## src/rtl/inst_mem_loader_pkg.sv

```systemverilog
// rtl/inst_mem_loader_pkg.sv - shared state encoding and byte-enable constants for the loader
package inst_mem_loader_pkg;

  typedef enum logic [2:0] {
    ST_IDLE  = 3'd0,
    ST_LEN   = 3'd1,
    ST_DATA  = 3'd2,
    ST_WRITE = 3'd3,
    ST_DONE  = 3'd4
  } load_state_t;

  // Same encoding as the data-memory per-byte write enables
  localparam logic [3:0] WE_WORD = 4'b1111;
  localparam logic [3:0] WE_NONE = 4'b0000;

endpackage

```

## src/rtl/inst_mem_loader_byte_word_assembler.sv

```systemverilog
// rtl/inst_mem_loader_byte_word_assembler.sv - LSB-first byte-to-word shift register
module byte_word_assembler (
  input  logic        clk,
  input  logic        rst,
  input  logic        clear,
  input  logic        shift,
  input  logic [7:0]  byte_in,
  output logic [31:0] word,
  output logic [31:0] word_next,
  output logic        word_full
);

  logic [1:0] byte_cnt;

  // New bytes enter at the top so the first byte ends up in bits [7:0]
  assign word_next = {byte_in, word[31:8]};
  // Flags the handshake that completes a word; word_next is the full word then
  assign word_full = shift && (byte_cnt == 2'd3);

  // Byte counter and shift register; the 2-bit counter wraps between words
  always_ff @(posedge clk or posedge rst) begin
    if (rst) begin
      byte_cnt <= 2'd0;
      word     <= 32'd0;
    end else if (clear) begin
      byte_cnt <= 2'd0;
      word     <= 32'd0;
    end else if (shift) begin
      byte_cnt <= byte_cnt + 2'd1;
      word     <= word_next;
    end
  end

endmodule

```

## src/rtl/inst_mem_loader.sv

```systemverilog
// rtl/inst_mem_loader.sv - boot-time instruction-memory loader with pipeline hold
module inst_mem_loader
  import inst_mem_loader_pkg::*;
#(
  parameter int ADDR_W = 12
) (
  input  logic              CPU_CLK,
  input  logic              CPU_RST,
  input  logic              load_start,
  input  logic              rx_valid,
  input  logic [7:0]        rx_data,
  output logic              rx_ready,
  output logic [3:0]        imem_we,
  output logic [ADDR_W-1:0] imem_addr,
  output logic [31:0]       imem_wdata,
  output logic              cpu_hold,
  output logic              busy,
  output logic              done,
  output logic              err,
  output logic [31:0]       checksum
);

  // A length of exactly 2^ADDR_W words fills memory; anything larger is rejected
  localparam logic [32:0] CAPACITY = 33'd1 << ADDR_W;

  load_state_t       state, state_next;
  logic              handshake;
  logic              asm_clear;
  logic [31:0]       asm_word;
  logic [31:0]       asm_word_next;
  logic              word_full;
  logic              len_overflow;
  logic [31:0]       count;
  logic [ADDR_W:0]   index;
  logic [ADDR_W:0]   index_inc;

  assign handshake    = rx_valid && rx_ready;
  assign asm_clear    = (state == ST_IDLE) || (state == ST_DONE);
  assign len_overflow = {1'b0, asm_word_next} > CAPACITY;
  assign index_inc    = index + 1'b1;

  byte_word_assembler u_asm (
    .clk       (CPU_CLK),
    .rst       (CPU_RST),
    .clear     (asm_clear),
    .shift     (handshake),
    .byte_in   (rx_data),
    .word      (asm_word),
    .word_next (asm_word_next),
    .word_full (word_full)
  );

  // State register
  always_ff @(posedge CPU_CLK or posedge CPU_RST) begin
    if (CPU_RST) state <= ST_IDLE;
    else         state <= state_next;
  end

  // Next-state decode
  always_comb begin
    state_next = state;
    case (state)
      ST_IDLE:  if (load_start) state_next = ST_LEN;
      ST_LEN: begin
        if (word_full) begin
          if (asm_word_next == 32'd0 || len_overflow) state_next = ST_DONE;
          else                                        state_next = ST_DATA;
        end
      end
      ST_DATA:  if (word_full) state_next = ST_WRITE;
      ST_WRITE: state_next = (32'(index_inc) == count) ? ST_DONE : ST_DATA;
      ST_DONE:  state_next = ST_IDLE;
      default:  state_next = ST_IDLE;
    endcase
  end

  // Outputs decoded from the state register only; address/data are zero outside WRITE
  always_comb begin
    rx_ready   = 1'b0;
    cpu_hold   = 1'b0;
    busy       = (state != ST_IDLE);
    done       = 1'b0;
    imem_we    = WE_NONE;
    imem_addr  = '0;
    imem_wdata = 32'd0;
    case (state)
      ST_LEN:  begin rx_ready = 1'b1; cpu_hold = 1'b1; end
      ST_DATA: begin rx_ready = 1'b1; cpu_hold = 1'b1; end
      ST_WRITE: begin
        cpu_hold   = 1'b1;
        imem_we    = WE_WORD;
        imem_addr  = index[ADDR_W-1:0];
        imem_wdata = asm_word;
      end
      ST_DONE: done = 1'b1;
      default: ;
    endcase
  end

  // Length, word index, sticky error and running checksum
  always_ff @(posedge CPU_CLK or posedge CPU_RST) begin
    if (CPU_RST) begin
      count    <= 32'd0;
      index    <= '0;
      err      <= 1'b0;
      checksum <= 32'd0;
    end else begin
      case (state)
        ST_IDLE: begin
          if (load_start) begin
            count    <= 32'd0;
            index    <= '0;
            err      <= 1'b0;
            checksum <= 32'd0;
          end
        end
        ST_LEN: begin
          if (word_full) begin
            count <= asm_word_next;
            if (len_overflow) err <= 1'b1;
          end
        end
        ST_WRITE: begin
          checksum <= checksum + asm_word;
          index    <= index_inc;
        end
        default: ;
      endcase
    end
  end

endmodule
```

## config.mk

```make
export PLATFORM = sky130hd
export DESIGN_NAME = inst_mem_loader
export DESIGN_NICKNAME = d
export VERILOG_FILES = /design/src/rtl/inst_mem_loader_pkg.sv /design/src/rtl/inst_mem_loader_byte_word_assembler.sv /design/src/rtl/inst_mem_loader.sv
export SDC_FILE = /design/constraint.sdc
export NUM_CORES = 1
export LEC_CHECK = 0
export CAP_MARGIN = 0
export CORE_UTILIZATION = 55
export DETAILED_ROUTE_END_ITERATION = 8
export PLACE_DENSITY = 0.86
export RECOVER_POWER = 50
export SYNTH_ARGS = -nofsm -noshare
export SYNTH_HDL_FRONTEND = slang
export SYNTH_SLANG_ARGS = --single-unit
export TNS_END_PERCENT = 20
```

## constraint.sdc

```tcl
create_clock -name CPU_CLK -period 6.2 [get_ports CPU_CLK]
set_clock_uncertainty 0.15 [all_clocks]
set_input_delay 0.93 -clock CPU_CLK [delete_from_list [all_inputs] [get_ports CPU_CLK]]
set_output_delay 0.93 -clock CPU_CLK [all_outputs]
set_load 0.01 [all_outputs]
```

==> impl_metrics.env, run 1 <==
export IMPL_status="finished with violations"
export IMPL_violations="max-capacitance violations, max-slew violations"
export IMPL_fmax_ghz=0.209
export IMPL_placed_cells=1067
export IMPL_netlist_top_cells_count="nand2_1 (194), dfrtp_1 (115), nand3_1 (80)"
export IMPL_holdWs_ps=317
export IMPL_die_area_sq_mm=0.0133
export IMPL_core_area_sq_mm=0.0126
export IMPL_dpl_hpwl_um=12200
export IMPL_drive_gt1_share_pct=5.83
export IMPL_cts_tree="done"
export IMPL_dr_pass1_iters=5
export IMPL_leakage_nw=4.10
export IMPL_path_buf_inv=2
export IMPL_wire_per_inst_um=16.7
export IMPL_whs_path_depth=2
export IMPL_relSlewSlack_pct=-125
export IMPL_clkTransAtPathRegs_ps=50
export IMPL_critPathRequiredTime_ps=5120
export IMPL_slowest_stage="or2_0"
export IMPL_min_period_ps=4780
export IMPL_rr_startpoint="state[1]$_DFFE_PP0P_"
export IMPL_floorplan_rows=41
export IMPL_grt_max_degree=78
export IMPL_syn_area_sq_mm=0.00707
export IMPL_ys_seq_area_share_pct=40.7
export IMPL_arrival_ps=3700
export IMPL_netlist_top_cell_by_area="dfrtp_1"
export IMPL_clkLatencyLatePin_ps=420
export IMPL_cts_buffers_inserted=17
export IMPL_cts_setup_buffers=0
export IMPL_syn_nets=893
export IMPL_min_to="count[30]$_DFFE_PP0P_"
export IMPL_regToRegEndpoint="count[12]$_DFFE_PP0P_"
export IMPL_cap_violations=2
export IMPL_cts_repair_resized=0
export IMPL_dpl_cell_area_sq_mm=0.00807
export IMPL_final_core_util_pct=69.2
export IMPL_drc=0
export IMPL_cp_start_kind="register"
export IMPL_grt_use_total_pct=29.4
export IMPL_grt_pass1_vias=6088
export IMPL_fin_tns_setup_ps=0
export IMPL_cpPeakStageDelay_ps=1670
export IMPL_io_pins=97
export IMPL_io_buffers=96
export IMPL_crit_chain="or2_0, nor2_1, inv_1, clkdlybuf4s50_1"
export IMPL_ff2ff_setup_slack_ps=2070
export IMPL_crit_fanout=38
export IMPL_clock_sinks=115
export IMPL_hold_viol_final=0
export IMPL_final_nets=960
export IMPL_rsz0062_at_grt="false"
export IMPL_synth_edf_count=0
export IMPL_die_w_um=115
export IMPL_syn_inst=847
export IMPL_cp_end_kind="output port"
export IMPL_holdBufCountCts=0
export IMPL_slew_violations=117
export IMPL_overflow=0
export IMPL_clockRootBuffer="clkbuf_16"
export IMPL_synth_most_common_cell="nand2_1"
export IMPL_gp_congestion=0.933
export IMPL_tightest_slew_ps=3350
export IMPL_synth_top_area_share_pct=40.7
export IMPL_num_antenna_cells=0
export IMPL_cts_buffer_depth=2
export IMPL_route_vias_total=6566
export IMPL_ant_nets=0
export IMPL_synth_main_ff_cell="dfrtp_1"
export IMPL_power_density_mw_per_mm2=525
export IMPL_dp_slack_ps=2260
export IMPL_avgSynthCellArea_sq_um=8.35
export IMPL_drt_wl_total_um=18300
export IMPL_grt_pass1_wl_um=30200
export IMPL_drt_iter0_drc=585
export IMPL_postLayoutCellArea_sq_mm=0.00870
export IMPL_hp_start="count[30]$_DFFE_PP0P_"
export IMPL_synthArstFlopShare_pct=100
export IMPL_antenna_found_initial=0
export IMPL_peakVddDrop_mv=0.293
export IMPL_ff2ff_path_depth=6
export IMPL_ys_ff_latch=115
export IMPL_synthTopCellsByArea="dfrtp_1 (41%), nand2_1 (10%), ha_1 (5.8%), nand3_1 (5.7%), and2_1 (4.4%)"
export IMPL_critPathKind="register to output port"
export IMPL_htreeDepth=4
export IMPL_p_total_mw=4.56
export IMPL_initial_core_util_pct=56.3
export IMPL_hold_path_class="register to register"
export IMPL_die_h_um=115
export IMPL_ys_types=64
export IMPL_min_period_over_period_pct=77.1
export IMPL_area_delta_synth_final_pct=23.0
export IMPL_finalSetupViolCount=0
export IMPL_instances_no_fill=1099
export IMPL_setup_slack_ps=1420
export IMPL_vias_per_cell=5.97
export IMPL_yosys_warnings=0
export IMPL_worst_path_dominant_cell_family="simple AND/OR/NAND/NOR gates"
-- kinds of logic after synthesis --
| kind of cell | count (synthesis) | share of synthesized area, % |
|---|---|---|
| compound gates | 181 | 16.7 |
| xor+xnor | 47 | 5.82 |
| fa+ha+maj | 34 | 6.12 |
| buf+inv | 68 | 4.02 |
| flops | 115 | 40.7 |
| simple gates | 402 | 26.6 |
-- worst max path at each step --
stage                              start                 endpoint  cells after the start  slack [ps]
CTS                 state[2]$_DFFE_PP0P_           imem_wdata[15]                      7        2190
floorplan                        CPU_RST  checksum[0]$_DFFE_PP0P_                      1        2080
global placement                rx_valid     count[8]$_DFFE_PP0P_                      6        2330
global route        state[1]$_DFFE_PP0P_                     busy                      4        1100
finish              state[1]$_DFFE_PP0P_                     busy                      4        1420
detailed placement              rx_valid     count[8]$_DFFE_PP0P_                      6        2260
-- layer usage --
metal  part of all wire, %  global-route usage, %  vias to the layer above
li1                      -                      -                     3102
met1                    43                   38.4                     3129
met2                    47                   46.9                      297
met3                   7.1                   6.11                       38
met4                   2.4                   13.6                        0
met5                     0                      0                        -
-- worst register-to-register path, cell delays in order (launching register included) --
cell and delay [ps]:
dfrtp_1 500, or2_0 1670, nor2_1 340, nand2_1 260
and2_1 850, nand2_1 190, nand2_1 110
-- power breakdown --
part,leakage [nW],switching (mW),internal [mW]
Combinational,2.31,1.24,0.951
Sequential,1.50,0.352,0.984
Clock,0.294,0.363,0.679
-- final cells by class --
class | count | area, sq um
well taps | 172 | 215
clock inverters | 14 | 186
fillers | 954 | 3870
flip-flops and latches | 115 | 2880
multi-input cells | 664 | 3920
inverters | 15 | 57.6
repair buffers | 101 | 998
clock buffers | 18 | 439
-- flip-flops by register name, summed over array words and instances, names as in the netlist --
name and cells:
index 13, err 1, u_asm.byte_cnt 2, count 32
u_asm.word 32, checksum 32, state 3
-- layout by cell type, fill, tap and decap left out, types with 13 or more instances in the layout --
cell type        Yosys  layout
o21ai_0             59      59
dfrtp_1            115     115
a21oi_1             37      36
nand2_1            194     194
nor4_1              13      13
clkbuf_16            0      17
ha_1                33      33
dlygate4sd3_1        0      32
nor2_1              23      22
xor2_1              16      16
and2_1              50      50
clkdlybuf4s50_1      0      64
inv_1               15      14
a21o_1              16      16
xnor2_1             31      31
nand3_1             80      80
Power figures use the tool's default switching activity.
==> run 2, diff against run 1 <==
- CORE_UTILIZATION: 55 -> 50
- PLACE_DENSITY: 0.86 -> 0.83
- clock period: 6.2 -> 4.05 ns (I/O delays scaled with it)
==> run 2 against run 1 <==
Cell area fell by 0.35%. Utilization fell by 6.5 points. Largest cell class unchanged. Global-route usage fell by 2.0 points. Non-clock buffer count rose by 5. Critical path type unchanged. Worst setup slack got worse by 640 ps. Routed wire length rose by 2.7%. Clock-buffer cell count rose by 6. Flip-flop and latch count did not move. Final cell count rose by 1.0%. Critical path depth did not move. Sequential power rose by 52%. The flow finishes with violations (design-rule violations, max-capacitance violations, max-slew violations). Sequential share of layout area rose by 0.11 points.
==> impl_metrics.env, run 2 (synthesis results as in run 1) <==
export IMPL_grt_pass1_wl_um=31400
export IMPL_slew_violations=61
export IMPL_arrival_ps=2510
export IMPL_crit_chain="or2_2, nor2_1, inv_1, clkdlybuf4s50_1"
export IMPL_clkTransAtPathRegs_ps=50
export IMPL_peakVddDrop_mv=0.425
export IMPL_vias_per_cell=5.93
export IMPL_relSlewSlack_pct=-59.5
export IMPL_rsz0062_at_grt="false"
export IMPL_htreeDepth=4
export IMPL_layout_commonest_cell="nand2_1"
export IMPL_fmax_ghz=0.306
export IMPL_io_pins=97
export IMPL_initial_core_util_pct=51.1
export IMPL_min_period_over_period_pct=80.6
export IMPL_drt_iter0_drc=613
export IMPL_p_seq_share_pct=29.7
export IMPL_leakage_nw=4.08
export IMPL_slowest_stage="or2_2"
export IMPL_holdWs_ps=323
export IMPL_cts_buffer_depth=2
export IMPL_cap_violations=1
export IMPL_grt_pass1_vias=6322
export IMPL_die_w_um=121
export IMPL_cpPeakStageDelay_ps=700
export IMPL_gp_congestion=0.913
export IMPL_combPwrFrac_pct=50.0
export IMPL_critPathKind="register to output port"
export IMPL_cts_tree="done"
export IMPL_intPower_mw=3.89
export IMPL_cts_buffers_inserted=17
export IMPL_drive_gt1_share_pct=5.70
export IMPL_clock_sinks=115
export IMPL_clkLatencyLatePin_ps=420
export IMPL_switchingPower_mw=2.95
export IMPL_wire_per_inst_um=17.0
export IMPL_hold_viol_final=0
export IMPL_violations="design-rule violations, max-capacitance violations, max-slew violations"
export IMPL_status="finished with violations"
export IMPL_floorplan_rows=43
export IMPL_cp_end_kind="output port"
export IMPL_cp_start_kind="register"
export IMPL_tightest_slew_ps=2390
export IMPL_num_antenna_cells=0
export IMPL_cts_repair_resized=0
export IMPL_hold_path_class="register to register"
export IMPL_grt_use_total_pct=27.4
export IMPL_overflow=0
export IMPL_antenna_found_initial=0
export IMPL_postLayoutCellArea_sq_mm=0.00867
export IMPL_grt_max_degree=62
export IMPL_path_buf_inv=2
export IMPL_dpl_cell_area_sq_mm=0.00813
export IMPL_cts_setup_buffers=0
export IMPL_final_nets=965
export IMPL_core_area_sq_mm=0.0138
export IMPL_p_total_mw=6.85
export IMPL_dr_pass1_iters=8
export IMPL_placed_cells=1080
export IMPL_drt_wl_total_um=18800
export IMPL_clkPwrFrac_pct=20.2
export IMPL_worst_path_dominant_cell_family="simple AND/OR/NAND/NOR gates"
export IMPL_top_regs="checksum (32), count (32), u_asm.word (32)"
export IMPL_area_delta_synth_final_pct=22.6
export IMPL_dpl_hpwl_um=12700
export IMPL_clockRootBuffer="clkbuf_16"
export IMPL_die_h_um=121
export IMPL_drc=1
export IMPL_fin_tns_setup_ps=0
export IMPL_critPathRequiredTime_ps=3290
export IMPL_finalSetupViolCount=0
export IMPL_crit_fanout=38
export IMPL_min_period_ps=3270
export IMPL_power_density_mw_per_mm2=790
export IMPL_instances_no_fill=1110
export IMPL_ant_nets=0
export IMPL_holdBufCountCts=0
export IMPL_final_cell_mix="nand2_1 (194), dfrtp_1 (115), clkdlybuf4s50_1 (88), nand3_1 (80), o21ai_0 (59)"
export IMPL_route_vias_total=6583
export IMPL_p_sw_share_pct=43.1
export IMPL_io_buffers=96
export IMPL_die_area_sq_mm=0.0146
run 2: worst register-to-register path: cells and delay by family (launching register included):
kind | cells | cell delay (ps)
adders and majority gates | 2 | 660
DFF | 1 | 410
xor gates and xnor gates | 1 | 150
AOI/OAI and AO/OA | 7 | 1730
run 2: final timing paths:
kind,startpoint,end,slack (ps),depth (start not counted)
max reg2reg,checksum[0]$_DFFE_PP0P_,checksum[30]$_DFFE_PP0P_,880,10
max,state[1]$_DFFE_PP0P_,busy,780,4
min in group asynchronous,CPU_RST,checksum[7]$_DFFE_PP0P_,1320,2
max in group asynchronous,CPU_RST,count[12]$_DFFE_PP0P_,1070,2
min,count[23]$_DFFE_PP0P_,count[23]$_DFFE_PP0P_,320,2
min reg2reg,count[23]$_DFFE_PP0P_,count[23]$_DFFE_PP0P_,320,2
run 2: power groups by stage:
stage               Sequential, mW  Clock [mW]  Combinational (mW)
global route                  2.09        1.45                3.79
floorplan                     1.89           0                2.38
CTS                           2.03        1.39                3.41
detailed placement            2.04           0                3.37
global placement              2.03           0                3.30
finish                        2.04        1.38                3.43
run 2: stage by stage:
stage | utilization (%) | setup WS, ps
floorplan | - | 248
global placement | 58.8 | 1050
detailed placement | 58.8 | 970
CTS | 62.7 | 786
global route | 62.7 | 536
finish | 62.7 | 784
run 2: layer usage:
metal	up-vias	routed length, um	share of wire [%]	track usage [%]
met2	263	8860	47	43.7
met3	49	1120	6.0	4.89
met5	-	0	0	0
met1	3168	8240	44	36.2
li1	3103	-	-	-
met4	0	615	3.3	13.0
run 2: area by class of cell:
| cell class | instances | area [sq um] |
|---|---|---|
| fillers | 1144 | 5160 |
| multi-input cells | 664 | 3920 |
| flip-flops and latches | 115 | 2880 |
| repair buffers | 106 | 1050 |
| clock buffers | 24 | 482 |
| well taps | 180 | 225 |
| inverters | 15 | 56.3 |
| clock inverters | 6 | 55.1 |
